### src/rtl/commit_retire_unit.sv
// In-order retirement of the oldest scoreboard entries.
// Drives RF commit writes, store commit, fence drain and traps.
package commit_retire_pkg;
  localparam int XLEN = 64;

  typedef enum logic [2:0] {
    FU_NONE, FU_ALU, FU_LOAD, FU_STORE,
    FU_AMO, FU_FENCE, FU_CSR, FU_FPU
  } fu_t;

  typedef struct packed {
    logic            valid;
    logic [XLEN-1:0] cause;
    logic [XLEN-1:0] tval;
  } exception_t;

  typedef struct packed {
    logic            valid;
    fu_t             fu;
    logic [4:0]      rd;
    logic [XLEN-1:0] result;
    exception_t      ex;
  } scoreboard_entry_t;
endpackage

module commit_retire_unit
  import commit_retire_pkg::*;
#(
  parameter int NR_COMMIT_PORTS = 2,
  parameter int CNT_W           = 64
) (
  input  logic                      clk_i,
  input  logic                      rst_i,
  input  logic                      flush_i,
  input  logic                      halt_i,
  input  scoreboard_entry_t [NR_COMMIT_PORTS-1:0] commit_instr_i,
  output logic [NR_COMMIT_PORTS-1:0] commit_ack_o,
  output logic [NR_COMMIT_PORTS-1:0][4:0] waddr_o,
  output logic [NR_COMMIT_PORTS-1:0][XLEN-1:0] wdata_o,
  output logic [NR_COMMIT_PORTS-1:0] we_gpr_o,
  output logic [NR_COMMIT_PORTS-1:0] we_fpr_o,
  output logic                      commit_lsu_o,
  input  logic                      commit_lsu_ready_i,
  output logic                      fence_o,
  input  logic                      no_st_pending_i,
  output exception_t                exception_o,
  output logic [CNT_W-1:0]          instret_o
);

  typedef enum logic [1:0] {
    RUN, FENCE_DRAIN, TRAP_WAIT
  } state_t;

  state_t            state_q, state_d;
  scoreboard_entry_t head;
  logic              blocked;
  logic              is_mem;
  logic              trap;
  logic              go;
  logic [CNT_W-1:0]  retired;
  logic              unused_fields;

  assign head    = commit_instr_i[0];
  assign blocked = rst_i | flush_i | halt_i;
  assign is_mem  = (head.fu == FU_STORE) |
                   (head.fu == FU_AMO);
  assign unused_fields = ^commit_instr_i;

  always_comb begin
    state_d      = state_q;
    commit_ack_o = '0;
    commit_lsu_o = 1'b0;
    fence_o      = 1'b0;
    exception_o  = '0;
    trap         = 1'b0;
    go           = 1'b0;
    unique case (state_q)
      RUN: begin
        if (head.valid && !blocked) begin
          unique case (1'b1)
            head.ex.valid: begin
              exception_o     = head.ex;
              commit_ack_o[0] = 1'b1;
              trap            = 1'b1;
              state_d         = TRAP_WAIT;
            end
            !head.ex.valid && is_mem: begin
              commit_lsu_o    = 1'b1;
              commit_ack_o[0] = commit_lsu_ready_i;
              go              = commit_lsu_ready_i;
            end
            !head.ex.valid &&
            head.fu == FU_FENCE: begin
              state_d = FENCE_DRAIN;
            end
            default: begin
              commit_ack_o[0] = 1'b1;
              go = (head.fu != FU_CSR);
            end
          endcase
        end
      end
      FENCE_DRAIN: begin
        fence_o = !rst_i;
        if (no_st_pending_i && !blocked) begin
          commit_ack_o[0] = head.valid;
          state_d         = RUN;
        end
      end
      TRAP_WAIT: begin
      end
      default: state_d = RUN;
    endcase
    // younger ports retire only behind an unbroken run of plain acks
    for (int k = 1; k < NR_COMMIT_PORTS; k++) begin
      go = go &&
           commit_instr_i[k].valid &&
           !commit_instr_i[k].ex.valid &&
           commit_instr_i[k].fu != FU_STORE &&
           commit_instr_i[k].fu != FU_AMO &&
           commit_instr_i[k].fu != FU_FENCE &&
           commit_instr_i[k].fu != FU_CSR;
      commit_ack_o[k] = go;
    end
    if (flush_i || rst_i) state_d = RUN;
  end

  always_comb begin
    we_gpr_o = '0;
    we_fpr_o = '0;
    waddr_o  = '0;
    wdata_o  = '0;
    retired  = '0;
    for (int k = 0; k < NR_COMMIT_PORTS; k++) begin
      logic wr;
      logic fp;
      fp = commit_instr_i[k].fu == FU_FPU;
      wr = commit_ack_o[k] &&
           !(k == 0 && trap) &&
           commit_instr_i[k].fu != FU_STORE &&
           commit_instr_i[k].fu != FU_FENCE;
      we_fpr_o[k] = wr && fp;
      we_gpr_o[k] = wr && !fp &&
                    commit_instr_i[k].rd != 5'd0;
      if (commit_instr_i[k].valid) begin
        waddr_o[k] = commit_instr_i[k].rd;
        wdata_o[k] = commit_instr_i[k].result;
      end
      retired = retired + CNT_W'(
        commit_ack_o[k] && !(k == 0 && trap));
    end
  end

  always_ff @(posedge clk_i) begin
    if (rst_i) begin
      state_q   <= RUN;
      instret_o <= '0;
    end else begin
      state_q   <= state_d;
      instret_o <= instret_o + retired;
    end
  end

endmodule

### config.mk
export PLATFORM = sky130hd
export DESIGN_NAME = commit_retire_unit
export DESIGN_NICKNAME = d
export VERILOG_FILES = /design/src/rtl/commit_retire_unit.sv
export SDC_FILE = /design/constraint.sdc
export NUM_CORES = 1
export LEC_CHECK = 0
export CORE_AREA = 2 2 291 293
export DETAILED_ROUTE_END_ITERATION = 10
export DIE_AREA = 0 0 293 295
export MAX_ROUTING_LAYER = met4
export SETUP_SLACK_MARGIN = 0.05
export SLEW_MARGIN = 20
export SYNTH_ARGS = -nofsm -noshare
export SYNTH_HDL_FRONTEND = slang
export SYNTH_SLANG_ARGS = --single-unit
### constraint.sdc
create_clock -name clk_i -period 4.65 [get_ports clk_i]
set_input_delay 0.6975 -clock clk_i [delete_from_list [all_inputs] [get_ports clk_i]]
set_output_delay 0.6975 -clock clk_i [all_outputs]
set_load 0.05 [all_outputs]
==> results <==
- The run finished with clean final reports.
- The final RePlAce weighted congestion is 0.8747.
- STA puts the critical path data arrival time at 4.43 ns.
- The synthesized netlist occupies a cell area of 0.005094 mm^2.
- The fraction of power spent switching nets is 35.60%.
- The class of the worst hold path is reg2reg.
- Across the VDD grid, the largest voltage drop is 0.1849 mV.
- The category of the worst setup path capture point is a flop.
- Excluding fillers, the count of instances in the completed layout stands at 2,485.
- and2_1 is the most common cell in the netlist.
- For this run, design rule violations remaining after detail routing come to 0.
- The top flip-flop cell by instance count after synthesis is dfxtp_1.
- The final setup skew is 0.01073 ns.
- TritonCTS built the clock tree.
- In this run the remaining antenna-violating nets after routing total 0.
- The type of the setup path with the least slack is in2reg.
- After clock tree synthesis, the clock-pin slew on the worst setup and hold paths is 0.06 ns.
- The flop and latch count out of synthesis is 66.
- The residual overflow from global routing is 0.
- The die is 295 um tall.
- The net count of the finished layout is 1,711.
- Global routing used 18.23% of the available tracks.
- The area overhead of the layout relative to synthesis is 183.5%.
- Setup slack closes at 0.4999 ns.
- After synthesis, the netlist uses 40 different library cells.
- The area share of the largest cell type after synthesis is 33.28%.
- By area the synthesized netlist is led by and2_1 (33%), dfxtp_1 (26%), nor2_1 (3.9%), xor2_1 (3.6%), nand4_1 (3.2%).
- The count of synthesis-stage warnings from yosys is 0.
- The relative slew slack is 34.73%.
- The total negative setup slack is 0 ns.
- In this run the clock root is driven by a clkbuf_16.
- The total of max-cap violations is 0.
- The final layout contains routed wiring with a total length of 78.79 mm.
- The floorplan step set the die width to 293 um.
- The analysis attributes to cell leakage a power of 4.947 nW.
- The initial core utilization is 6.125%.
- The number of nets in the synthesized netlist is 1,107.
- The worst-case clock buffer depth is 2.
- The worst setup path is launched from a primary input.
- The synthesized area per cell is 7.329 um^2.
- The DRC violation total after the first TritonRoute iteration is 256.
- The routed length per instance is 31.71 um.
- Fill cells in the final layout number 9,302.
- The cell count after synthesis came out at 695.
- Counting tap cells, the placed design contains a total of 2,368 instances.
- The slew of the pin with the lowest slew margin is 0.9760 ns.
- The initial antenna violation count is 105.
- The first global-routing pass estimated 95.67 mm of wire.
- The TritonCTS sink count is 66.
- After layout, the minimum clock period comes to 4.150 ns.
- The share of total power dissipated in the clock network is 34.7%.
- The maximum number of pins on one net before global-route repair is 127.
- Across all layers, the routed design uses 7,817 vias.
- The proportion of power drawn by combinational gates is 40.0%.
- The hold violation count in the final report came to 0.
- The fraction of final layout cells sized beyond drive strength 1 is 13.19%.
- The number of vias per cell is 3.146.
- The cell-internal power is 1.443 mW.
- The register share of total power is 25.3%.
- The largest total area in the synthesized netlist belongs to and2_1.
- By count the netlist is led by and2_1 (271), dfxtp_1 (66), nor2_1 (53).
- Once the clock tree was built, the setup fixing pass inserted 0 buffers.
- The number of buffers created by CTS is 9.
- The analysis attributes to net switching a power of 797.6 uW.
- The maximum operating frequency is 0.2410 GHz.
- The core footprint is 0.08316 mm^2.
- Setup violations remaining at the end of the flow were counted as 0.
- The final-report max-slew violation count is 0.
- The via count of the first global-routing pass came to 7,744.
- Dividing total power by cell area gives a power density of 155.1 mW/mm^2.
- Yosys mapped a number of flops with a built-in enable equal to 0.
- The count of H-tree levels built during CTS is 3.
- In this run the count of I/O pins placed on the die edge is 749.
- The latest clock arrival within the worst-skew pair is 0.35 ns.
- The row count is 106.
- STA puts the critical path data required time at 4.93 ns.
- Buffers placed on the I/O ports in this run total 620.
- In this run the worst path has a maximum fanout of 9.
- The die covers 0.08644 mm^2.
- The pre-CTS setup slack is 0.03694 ns.
- Setup repair after global routing left no endpoint under its margin.
- The final HPWL from detailed placement is 74.25 mm.
- The first-pass iteration count of the detailed router is 4.
- Of all flip-flops after synthesis, the portion carrying an async set or reset was 0%.
- The fraction of the yosys area taken by sequential cells is 25.94%.
- In the finished design, the share of the clock period the worst path needs comes to 89.25%.
-- cells by family after synthesis --
family | synth area share, %
buffers and inverters | 3.979
adders and majority gates | 0.6386
muxes | 0.2211
and+or+nand+nor | 56.28
DFF | 25.94
AOI/OAI and AO/OA | 6.411
xor gates and xnor gates | 6.534
-- power by group through the flow --
stage	combinational, mW	sequential (mW)	clock, mW
6_report	0.896	0.566	0.778
5_1_grt	0.939	0.566	0.814
4_1_cts	0.911	0.566	0.796
3_5_place_dp	0.910	0.579	0
3_3_place_gp	0.906	0.578	0
2_1_floorplan	0.349	0.579	0
-- what timing repair did --
| action | CTS | global route |
|---|---|---|
| hold buffers | 0 | 0 |
| resized for setup | 0 | 1 |
| setup endpoints to repair | 0 | 1 |
-- worst paths after layout --
| path | endpoint | slack (ns) | depth (start not counted) | from |
|---|---|---|---|---|
| worst max-delay path | instret_o[60] | 0.50 | 14 | halt_i |
| worst min register to register | state_q[0] | 0.48 | 1 | state_q[1] |
| worst max register to register | instret_o[60] | 1.05 | 12 | state_q[1] |
| worst min-delay path | state_q[0] | 0.48 | 1 | state_q[1] |
-- flip-flops by register name, summed over array words and instances, names as in the netlist --
name,flops
state_q,2
instret_o,64
-- cells in the final DEF, fill, tap and decap left out, types with 8 or more instances in the layout --
cell / synthesis / final
clkbuf_16: 0 / 9
or4_1: 10 / 10
a21oi_1: 26 / 26
buf_12: 0 / 126
nand2_1: 24 / 24
and3_1: 12 / 12
nand4_1: 26 / 26
xnor2_1: 17 / 17
dfxtp_1: 66 / 66
xor2_1: 21 / 21
diode_2: 0 / 101
nor2_1: 53 / 53
and2_1: 271 / 271
inv_1: 10 / 10
o21ai_0: 22 / 22
nand3_1: 20 / 19
buf_4: 1 / 18
or3_1: 15 / 15
and4_1: 8 / 8
clkdlybuf4s50_1: 0 / 488
nor3_1: 9 / 9
-- worst max-delay path: stages --
cell and delay [ns]:
clkdlybuf4s50_1 0.45, nand2b_1 0.19, or4_1 0.51, nor3_1 0.22, nand3b_1 0.15, fa_1 0.41
inv_1 0.08, ha_1 0.18, nand3_1 0.16, nor4_2 0.28, buf_4 0.24, nand3_2 0.22
or4_1 0.49, a21oi_1 0.15
-- per-stage QoR --
stage | total power [mW] | hold slack [ns] | utilization [%] | instance area (um^2)
after floorplan | 0.9283 | 0.4365 | - | 5094
after global placement | 1.485 | 0.4596 | 16.65 | 13850
after detailed placement | 1.489 | 0.4707 | 16.65 | 13850
after CTS | 2.273 | 0.4797 | 17.05 | 14180
after global routing | 2.318 | 0.5150 | 17.36 | 14430
final | 2.240 | 0.4757 | 17.36 | 14440
-- layer usage --
metal / global-route usage [%] / vias up / routed length [um]
met5: - / - / 0
met2: 24.04 / 541 / 29340
met4: 1.726 / 0 / 603
li1: - / 3707 / -
met1: 20.43 / 3535 / 31320
met3: 16.94 / 34 / 17520
-- layout make-up --
type / count / area, um^2 / share of cell area, %
inverter: 10 / 37.54 / 0.2599
clock inverter: 6 / 95.09 / 0.6585
sequential: 66 / 1321 / 9.150
clock buffer: 10 / 239.0 / 1.655
timing repair buffer: 635 / 7557 / 52.34
antenna: 101 / 252.7 / 1.750
tap: 1080 / 1351 / 9.358
multi-input combinational: 577 / 3586 / 24.83
Power figures use the tool's default switching activity.
